`src/rtl/reflex_pkg.sv`:
```
// Shared types and constants for the reflex-training round controller.
package reflex_pkg;

  typedef enum logic [2:0] {
    IDLE  = 3'd0,
    SPAWN = 3'd1,
    ARMED = 3'd2,
    GAP   = 3'd3,
    DONE  = 3'd4
  } state_t;

  localparam int SCREEN_W  = 640;
  localparam int SCREEN_H  = 480;
  localparam int BALL_SIZE = 40;

  localparam int MS_W = 14;

  localparam logic [19:0] LFSR_SEED = 20'hACE1;

endpackage

```
`src/rtl/reflex_ms_timer.sv`:
```
// Millisecond time base: CLK_PER_MS divider plus a saturating ms counter,
// both cleared together so every timed interval starts on a fresh ms boundary.
module reflex_ms_timer
  import reflex_pkg::*;
#(
  parameter int CLK_PER_MS = 25000
) (
  input  logic            clk,
  input  logic            reset_n,
  input  logic            clr,
  output logic            tick,
  output logic [MS_W-1:0] ms_count
);

  localparam int DIV_W = (CLK_PER_MS > 1) ? $clog2(CLK_PER_MS) : 1;
  localparam logic [DIV_W-1:0] DIV_LAST = DIV_W'(CLK_PER_MS - 1);

  logic [DIV_W-1:0] div_reg;
  logic [MS_W-1:0]  ms_reg;

  assign tick     = (div_reg == DIV_LAST);
  assign ms_count = ms_reg;

  always_ff @(posedge clk) begin
    if (!reset_n || clr) begin
      div_reg <= '0;
      ms_reg  <= '0;
    end else begin
      div_reg <= tick ? '0 : div_reg + 1'b1;
      if (tick && (ms_reg != '1))
        ms_reg <= ms_reg + 1'b1;
    end
  end

endmodule

```
`src/rtl/reflex_round_ctrl.sv`:
```
// Reflex-game sequencer: spawns balls, times hits, counts misses and rounds.
// Optional fastest-hit tracking is enabled with REFLEX_BEST_TIME_EN.
module reflex_round_ctrl
  import reflex_pkg::*;
#(
  parameter int CLK_PER_MS = 25000,
  parameter int NUM_ROUNDS = 20,
  parameter int TIMEOUT_MS = 1500,
  parameter int GAP_MS     = 500,
  parameter int X_LIMIT    = SCREEN_W - BALL_SIZE,
  parameter int Y_LIMIT    = SCREEN_H - BALL_SIZE
) (
  input  logic            clk,
  input  logic            reset_n,
  input  logic            start,
  input  logic            hit,
  output logic [9:0]      BALL_X,
  output logic [9:0]      BALL_Y,
  output logic            ball_visible,
  output logic [7:0]      score,
  output logic [7:0]      misses,
  output logic [7:0]      round_num,
  output logic [MS_W-1:0] react_ms,
  output logic            game_over,
  output logic [MS_W-1:0] best_ms
);

  localparam logic [9:0]      X_LIM        = 10'(X_LIMIT);
  localparam logic [9:0]      Y_LIM        = 10'(Y_LIMIT);
  localparam logic [7:0]      LAST_ROUND   = 8'(NUM_ROUNDS);
  localparam logic [MS_W-1:0] TIMEOUT_LAST = MS_W'(TIMEOUT_MS - 1);
  localparam logic [MS_W-1:0] GAP_LAST     = MS_W'(GAP_MS - 1);

  state_t          state_reg, state_next;
  logic            start_q, hit_q, start_rise, hit_rise;
  logic [19:0]     lfsr_reg;
  logic [9:0]      x_raw, y_raw, x_map, y_map;
  logic [9:0]      x_reg, y_reg;
  logic [7:0]      score_reg, miss_reg, round_reg;
  logic [MS_W-1:0] react_reg;
  logic            tick, timer_clr, timeout, gap_end;
  logic [MS_W-1:0] ms_count;

  assign start_rise = start & ~start_q;
  assign hit_rise   = hit & ~hit_q;

  // The window closes on the tick that carries the count to TIMEOUT_MS,
  // so ARMED lasts exactly TIMEOUT_MS ms; GAP ends the same way.
  assign timeout = tick && (ms_count == TIMEOUT_LAST);
  assign gap_end = tick && (ms_count == GAP_LAST);

  assign x_raw = lfsr_reg[9:0];
  assign y_raw = {1'b0, lfsr_reg[18:10]};
  assign x_map = (x_raw >= X_LIM) ? x_raw - X_LIM : x_raw;
  assign y_map = (y_raw >= Y_LIM) ? y_raw - Y_LIM : y_raw;

  reflex_ms_timer #(
    .CLK_PER_MS(CLK_PER_MS)
  ) u_timer (
    .clk     (clk),
    .reset_n (reset_n),
    .clr     (timer_clr),
    .tick    (tick),
    .ms_count(ms_count)
  );

  always_comb begin
    state_next = state_reg;
    case (state_reg)
      IDLE, DONE: if (start_rise) state_next = SPAWN;
      SPAWN:      state_next = ARMED;
      ARMED:      if (hit_rise || timeout) state_next = GAP;
      GAP:        if (gap_end) state_next = (round_reg == LAST_ROUND) ? DONE : SPAWN;
      default:    state_next = IDLE;
    endcase
    timer_clr = (state_next != state_reg);
  end

  always_ff @(posedge clk) begin
    if (!reset_n) state_reg <= IDLE;
    else          state_reg <= state_next;
  end

  always_ff @(posedge clk) begin
    if (!reset_n) begin
      start_q   <= 1'b0;
      hit_q     <= 1'b0;
      lfsr_reg  <= LFSR_SEED;
      x_reg     <= '0;
      y_reg     <= '0;
      score_reg <= '0;
      miss_reg  <= '0;
      round_reg <= '0;
      react_reg <= '0;
    end else begin
      start_q  <= start;
      hit_q    <= hit;
      lfsr_reg <= {lfsr_reg[18:0], lfsr_reg[19] ^ lfsr_reg[16]};
      case (state_reg)
        IDLE, DONE: begin
          if (start_rise) begin
            score_reg <= '0;
            miss_reg  <= '0;
            react_reg <= '0;
            round_reg <= 8'd1;
          end
        end
        SPAWN: begin
          x_reg <= x_map;
          y_reg <= y_map;
        end
        ARMED: begin
          if (hit_rise) begin
            react_reg <= ms_count;
            score_reg <= score_reg + 1'b1;
          end else if (timeout) begin
            miss_reg <= miss_reg + 1'b1;
          end
        end
        GAP: begin
          if (gap_end && (round_reg != LAST_ROUND))
            round_reg <= round_reg + 1'b1;
        end
        default: ;
      endcase
    end
  end

`ifdef REFLEX_BEST_TIME_EN
  logic [MS_W-1:0] best_reg;

  always_ff @(posedge clk) begin
    if (!reset_n) begin
      best_reg <= '1;
    end else if (((state_reg == IDLE) || (state_reg == DONE)) && start_rise) begin
      best_reg <= '1;
    end else if ((state_reg == ARMED) && hit_rise && (ms_count < best_reg)) begin
      best_reg <= ms_count;
    end
  end

  assign best_ms = best_reg;
`else
  assign best_ms = '1;
`endif

  assign BALL_X       = x_reg;
  assign BALL_Y       = y_reg;
  assign ball_visible = (state_reg == ARMED);
  assign game_over    = (state_reg == DONE);
  assign score        = score_reg;
  assign misses       = miss_reg;
  assign round_num    = round_reg;
  assign react_ms     = react_reg;

endmodule
```
`config.mk`:
```
export PLATFORM = sky130hd
export DESIGN_NAME = reflex_round_ctrl
export DESIGN_NICKNAME = d
export VERILOG_FILES = /design/src/rtl/reflex_pkg.sv /design/src/rtl/reflex_ms_timer.sv /design/src/rtl/reflex_round_ctrl.sv
export SDC_FILE = /design/constraint.sdc
export NUM_CORES = 1
export LEC_CHECK = 0
export BUFFER_PORTS_ARGS = -buffer_cell sky130_fd_sc_hd__clkbuf_2
export CORE_MARGIN = 5
export CORE_UTILIZATION = 50
export DETAILED_ROUTE_END_ITERATION = 10
export PLACE_DENSITY = 0.72
export SETUP_SLACK_MARGIN = 0.05
export SYNTH_ARGS = -nofsm -noshare
export SYNTH_HDL_FRONTEND = slang
export SYNTH_SLANG_ARGS = --single-unit
```
`constraint.sdc`:
```
create_clock -name clk -period 4.6 [get_ports clk]
set_input_delay 0.92 -clock clk [delete_from_list [all_inputs] [get_ports clk]]
set_output_delay 0.92 -clock clk [all_outputs]
set_load 0.01 [all_outputs]
```
# After elaboration in Yosys (flattened, before gate mapping)
# Index checks and enable logic that the tools add are counted.
[classes]
n_mux = 19
n_reduce_logical = 15
order_cmp = 2
n_eq_ne = 16
bitwise = 5
n_addsub = 7
[ops]
columns = ["cell", "count"]
rows = [
  ["8-bit 2-to-1 mux", 6],
  ["8-bit case mux with 2 select lines", 3],
  ["14-bit 2-to-1 mux", 2],
  ["14-bit case mux with 2 select lines", 1],
  ["8-bit by 1-bit adder with 8-bit output (second input constant)", 3],
  ["10-bit 2-to-1 mux", 2],
  ["15-bit by 1-bit adder with 15-bit output (second input constant)", 1],
  ["15-bit == test (second input constant)", 1],
  ["14-bit by 1-bit adder with 14-bit output (second input constant)", 1],
  ["14-bit by 11-bit == test with 1-bit output (second input constant)", 1],
  ["14-bit by 9-bit == test with 1-bit output (second input constant)", 1],
  ["14-bit inequality test (second input constant)", 1],
  ["3-bit 2-to-1 mux", 4],
  ["3-bit case mux with 4 select lines", 1],
  ["10-bit >= comparator (second input constant)", 1],
  ["10-bit subtractor (second input constant)", 1],
  ["9-bit by 9-bit subtractor with 10-bit output (second input constant)", 1],
  ["9-bit >= comparator (second input constant)", 1],
  ["8-bit by 5-bit == test with 1-bit output (second input constant)", 1],
  ["8-bit by 5-bit inequality test with 1-bit output (second input constant)", 1],
  ["3-bit by 2-bit == test with 1-bit output (second input constant)", 2],
  ["2-bit inequality test (second input constant)", 3],
  ["3-bit AND reduction", 2],
  ["1-bit logical AND", 4],
  ["13 further kinds", 19],
]
[totals]
input_bits = 4
register_bits = 112
elab_cells = 76
out_inout_bits = 74

# Depth between registers and ports, before layout
[logic_depth]
depth_word = 8
mapped_depth = 9

# Modules after synthesis
# A second synthesis with hierarchy kept.
[unflattened]
hier_cells = 558
area_unflattened_um2 = 4838.4
[modules_own_cells]
columns = ["module", "n_inst", "area_per_inst_um2", "cells_per_inst", "seq_area_each_um2"]
rows = [
  ["reflex_round_ctrl", 1, 3468.3, 403, 1661.6],
  ["reflex_ms_timer", 1, 1370.1, 155, 580.6],
]

# Worst setup path after synthesis
# OpenSTA, ideal clock, no wires.
[synth_timing]
kind = "input to register"
startpoint = "input start"
endpoint = "register score_reg[7], in the netlist score[7]"
cell_stages = 6
path_buffers = 1
arrival_time_ns = 2.160
setup_slack_ns = 2.312
cell_sequence = "nor4b_1 -> a21oi_1 -> clkbuf_1 -> and4bb_2 -> xnor2_1 -> nor2_1"
[synth_via]
elab_chain_len = 3
[synth_rtl]
columns = ["item", "line_no", "source"]
rows = [
  ["from (decl)", "reflex_round_ctrl.sv:15", "input logic start,"],
  ["1-bit AND", "reflex_round_ctrl.sv:44", "assign start_rise = start & ~start_q;"],
  ["2-bit inequality test (no line)", "--", ""],
  ["3-bit AND reduction (no line)", "--", ""],
  ["to (signal assigned)", "reflex_round_ctrl.sv:115", "score_reg <= score_reg + 1'b1;"],
  ["to (decl)", "reflex_round_ctrl.sv:39", "logic [7:0] score_reg, miss_reg, round_reg;"],
]
# Every way passes these cells.
# A chain may end at the register's enable or synchronous reset.

# Worst setup path after layout
[layout_timing]
startpoint = "register u_timer.ms_reg[0], in the netlist u_timer.ms_count[0]"
endpoint = "register u_timer.div_reg[8]"
[layout_via]
elab_chain_len = 8
elab_cells_between_ends = 11
classes_between = "eq/ne (3); mux (3); reduce/logical (5)"
[layout_rtl]
columns = ["item", "line_no", "source"]
rows = [
  ["from (decl)", "reflex_ms_timer.sv:19", "logic [MS_W-1:0] ms_reg;"],
  ["from (signal assigned)", "reflex_ms_timer.sv:31", "ms_reg <= ms_reg + 1'b1;"],
  ["14-bit by 11-bit == test with 1-bit output", "reflex_round_ctrl.sv:49", "assign timeout = tick && (ms_count == TIMEOUT_LAST);"],
  ["1-bit logical AND", "reflex_round_ctrl.sv:49", ""],
  ["1-bit logical OR", "reflex_round_ctrl.sv:72", "ARMED: if (hit_rise || timeout) state_next = GAP;"],
  ["3-bit 2-to-1 mux", "reflex_round_ctrl.sv:72", ""],
  ["3-bit case mux with 4 select lines *", "reflex_round_ctrl.sv:69", "case (state_reg)"],
  ["3-bit inequality test *", "reflex_round_ctrl.sv:76", "timer_clr = (state_next != state_reg);"],
  ["1-bit logical OR *", "reflex_ms_timer.sv:25", "if (!reset_n || clr) begin"],
  ["2-bit OR reduction (no line) *", "--", ""],
  ["to (signal assigned)", "reflex_ms_timer.sv:29", "div_reg <= tick ? '0 : div_reg + 1'b1;"],
  ["to (decl)", "reflex_ms_timer.sv:18", "logic [DIV_W-1:0] div_reg;"],
]
# Every way passes the cells marked *; elsewhere a longest branch is shown, timed or not.

==> key figures <==
STA
  • Final hold viol count: 0
  • Setup violations, final: 0
  • Worst-margin pin slew: approximately 970 ps
  • Unrepaired setup endpoints after global routing: false
  • Setup TNS: 0 ps
  • Slew HR: 0.354
  • Final Skew: about 16 ps
  • Final worst path period need: 2900 ps
  • Fmax: roughly 0.34 GHz
  • Final Cycle Share: 0.631
  • Slew Viols, Final: 0

Logic synthesis
  • Syn Inst Count: 571
  • Proportion of synthesized chip area in sequential cells: 0.454
  • Top FF cell, synth: dfxtp_1
  • Post-Syn Area: between 4000 and 5000 um^2
  • Yosys warns: 0
  • Flops & latches, synth: about 110
  • EDFF count, synth: 0
  • Netlist cell types: 58
  • FFs w/ async S/R, synth: 0
  • Synth Area per Inst: between 8 and 9 um^2

Layout
  • Most common cell after layout, fill and taps aside: dfxtp_1
  • Share of cells above drive strength 1: 0.162
  • ANT cells: 0
  • Most frequent cells in the layout: 112 x dfxtp_1, 66 x nand2_1, 63 x clkbuf_2, 55 x nor2_1, 47 x a21oi_1
  • Max FFs per register: 20
  • Area grow syn2layout: 11.4%
  • Final net count: around 630
  • Post-Layout Inst Area: 5500 um^2
  • Final-layout fill cell count: approximately 910

Critical path
  • Critical Path RT: between 4000 and 5000 ps
  • Crit-path max FO: 29
  • Reg2Reg Capture Point: u_timer.div_reg[8]
  • CP endpoint kind: register
  • Arrival time worst endpoint: between 3000 and 4000 ps
  • Critical path class: register to register
  • Worst Reg-to-Reg Cells: 6
  • Worst r2r src: u_timer.ms_count[0]
  • R2R Setup Slk: roughly 1700 ps
  • Crit start category: register

Die
  • Initial Util: 0.510
  • Core ar.: around 9700 um^2
  • Die width: about 110 um
  • Ports: around 80
  • Chip Height: between 100 and 150 um
  • Rows: 36
  • Die ar.: roughly 12000 um^2

GRT
  • Final global-route overflow total: 0
  • Largest net degree at the start of global routing: 35
  • Vias in the first global route: about 3800
  • All-Layer GR Usage: 0.188
  • Antenna violations before repair: 0
  • First-pass GRT wire length: ~18000 um

Place
  • Area after DPL: around 5300 um^2
  • RePlAce Congestion: roughly 0.82
  • Port Buffers: 63
  • Hpwl dp: about 7500 um

Clock network
  • Postcts setup bufs: 0
  • H-tree depth: 3
  • Worst-path clk slew: between 100 and 150 ps
  • CTS tree: built
  • Worst-Skew Late Latency: 390 ps
  • # resized after CTS: 0
  • CTS max path bufs: 2
  • Clock Sinks: approximately 110
  • TritonCTS Buffers: 9
  • Post-cts hold buffer count: 0
  • Clock root buffer: clkbuf_8

Min path
  • Worst Hold Path EP: lfsr_reg[11]
  • Min-Delay Startpoint: lfsr_reg[10]
  • HP Class: register to register
  • WHS Path Cells: 1

Detailed routing
  • Routed WL: 10600 um
  • # DRC: 0
  • Post-DR wirelength/cell: between 10 and 15 um
  • Vias per cell: between 5 and 6
  • Detail Route Antenna Nets: 0
  • 1st-iter DRT viols: about 210
  • Via count: 4093
  • DRT Pass-1 Iters: 4

Power
  • Clk pwr share: 0.356
  • Switching power: roughly 480 uW
  • Leakage: around 2.1 nW
  • Sw frac: 0.270
  • VDD IR max: between 0.15 and 0.2 mV
  • Internal Power: approximately 1.3 mW
  • Sequential share of power: 0.568
  • Power density cells: between 300 and 400 nW/um^2
  • Combinational share of power: 0.076

Status
  • Status: finished clean

Flow run
  • Max Cap Viol: 0
## cells in the mapped netlist (all sizes together), types with 2 or more instances
| library cell | count | area, um^2 |
|---|---|---|
| o211ai | 2 | 15.0 |
| and2 | 16 | 100 |
| inv | 5 | 18.8 |
| nand2 | 66 | 248 |
| ha | 8 | 100 |
| clkbuf | 19 | 72.6 |
| xor2 | 13 | 114 |
| a211o | 2 | 17.5 |
| dfxtp | 112 | 2240 |
| and4bb | 2 | 25.0 |
| o31ai | 2 | 15.0 |
| nor2b | 3 | 18.8 |
| xnor2 | 26 | 228 |
| a31o | 2 | 17.5 |
| o311ai | 3 | 26.3 |
| a31oi | 2 | 12.5 |
| nor2 | 55 | 206 |
| mux2i | 2 | 20.0 |
| a21o | 3 | 22.5 |
| nand3b | 4 | 30.0 |
| buf | 23 | 151 |
| o21ai | 16 | 80.1 |
| nand2b | 8 | 50.1 |
| nand4 | 13 | 87.6 |
| nor4b | 5 | 50.0 |
| and4 | 2 | 17.5 |
| nor3 | 18 | 90.1 |
| or2 | 4 | 25.0 |
| nor3b | 4 | 30.0 |
| nor4 | 14 | 130 |
| nand3 | 35 | 175 |
| and3 | 11 | 68.8 |
| a21oi | 47 | 235 |
| or3 | 8 | 55.1 |
## power groups by stage
stage / Combinational, mW / Clock [mW] / Sequential, mW
finish: 0.136 / 0.638 / 1.02
detailed placement: 0.136 / 0 / 1.04
floorplan: 0.102 / 0 / 1.04
global placement: 0.133 / 0 / 1.04
global route: 0.154 / 0.694 / 1.02
CTS: 0.137 / 0.656 / 1.02
## worst max path at each step
stage	startpoint	endpoint	slack, ps	cells past startpoint
after CTS	u_timer.ms_count[0]	u_timer.div_reg[8]	1650	6
after global placement	hit	u_timer.div_reg[8]	1440	7
after global routing	u_timer.ms_count[0]	u_timer.div_reg[8]	1400	6
final	u_timer.ms_count[0]	u_timer.div_reg[8]	1700	6
after detailed placement	hit	u_timer.div_reg[8]	1340	7
after floorplan	start	score[7]	2310	6
## final cells by class
type,count,area (um^2),area share
Multi-Input combinational cell,424,2500,0.455
Sequential cell,112,2240,0.408
Timing Repair Buffer,67,345,0.0628
Tap cell,133,166,0.0303
Clock buffer,9,124,0.0225
Clock inverter,7,97.6,0.0177
Inverter,6,22.5,0.00409
## kinds of logic (layout without fill, tap and decap cells)
logic type	count (synthesis)	after routing	share of synthesized area
flip-flops	112	112	0.454
AO/OA/AOI/OAI	87	87	0.103
AND/OR/NAND/NOR	273	273	0.296
adder cells (fa/ha/maj)	8	8	0.0203
XOR/XNOR	39	39	0.0692
buffers and inverters	48	89	0.0499
other	1	14	0.000760
multiplexers	3	3	0.00634
## worst max-delay path, cell delays in order (launching register included)
cell	delay, ps
dfxtp_1	430
ha_1	230
nor4b_2	240
nand4_2	390
nor4_1	470
or3_1	810
nor3_1	160
## metal layers
metal,up-vias,part of all wire,global-route usage
li1,2052,-,-
met1,1939,0.45,0.240
met2,88,0.47,0.312
met3,14,0.051,0.0341
met4,0,0.022,0.0819
met5,-,0,0
## through the flow
| step | utilization | worst slack (ps) | hold slack (ps) | instances | power (mW) |
|---|---|---|---|---|---|
| 3_3_place_gp | 0.545 | 1440 | 430 | 742 | 1.17 |
| 5_1_grt | 0.568 | 1400 | 468 | 758 | 1.87 |
| 4_1_cts | 0.568 | 1650 | 459 | 758 | 1.81 |
| 6_report | 0.568 | 1700 | 451 | 758 | 1.79 |
| 3_5_place_dp | 0.545 | 1340 | 430 | 742 | 1.18 |
| 2_1_floorplan | - | 2310 | 411 | 584 | 1.14 |
Note: power is estimated with default switching activity, not from simulation.
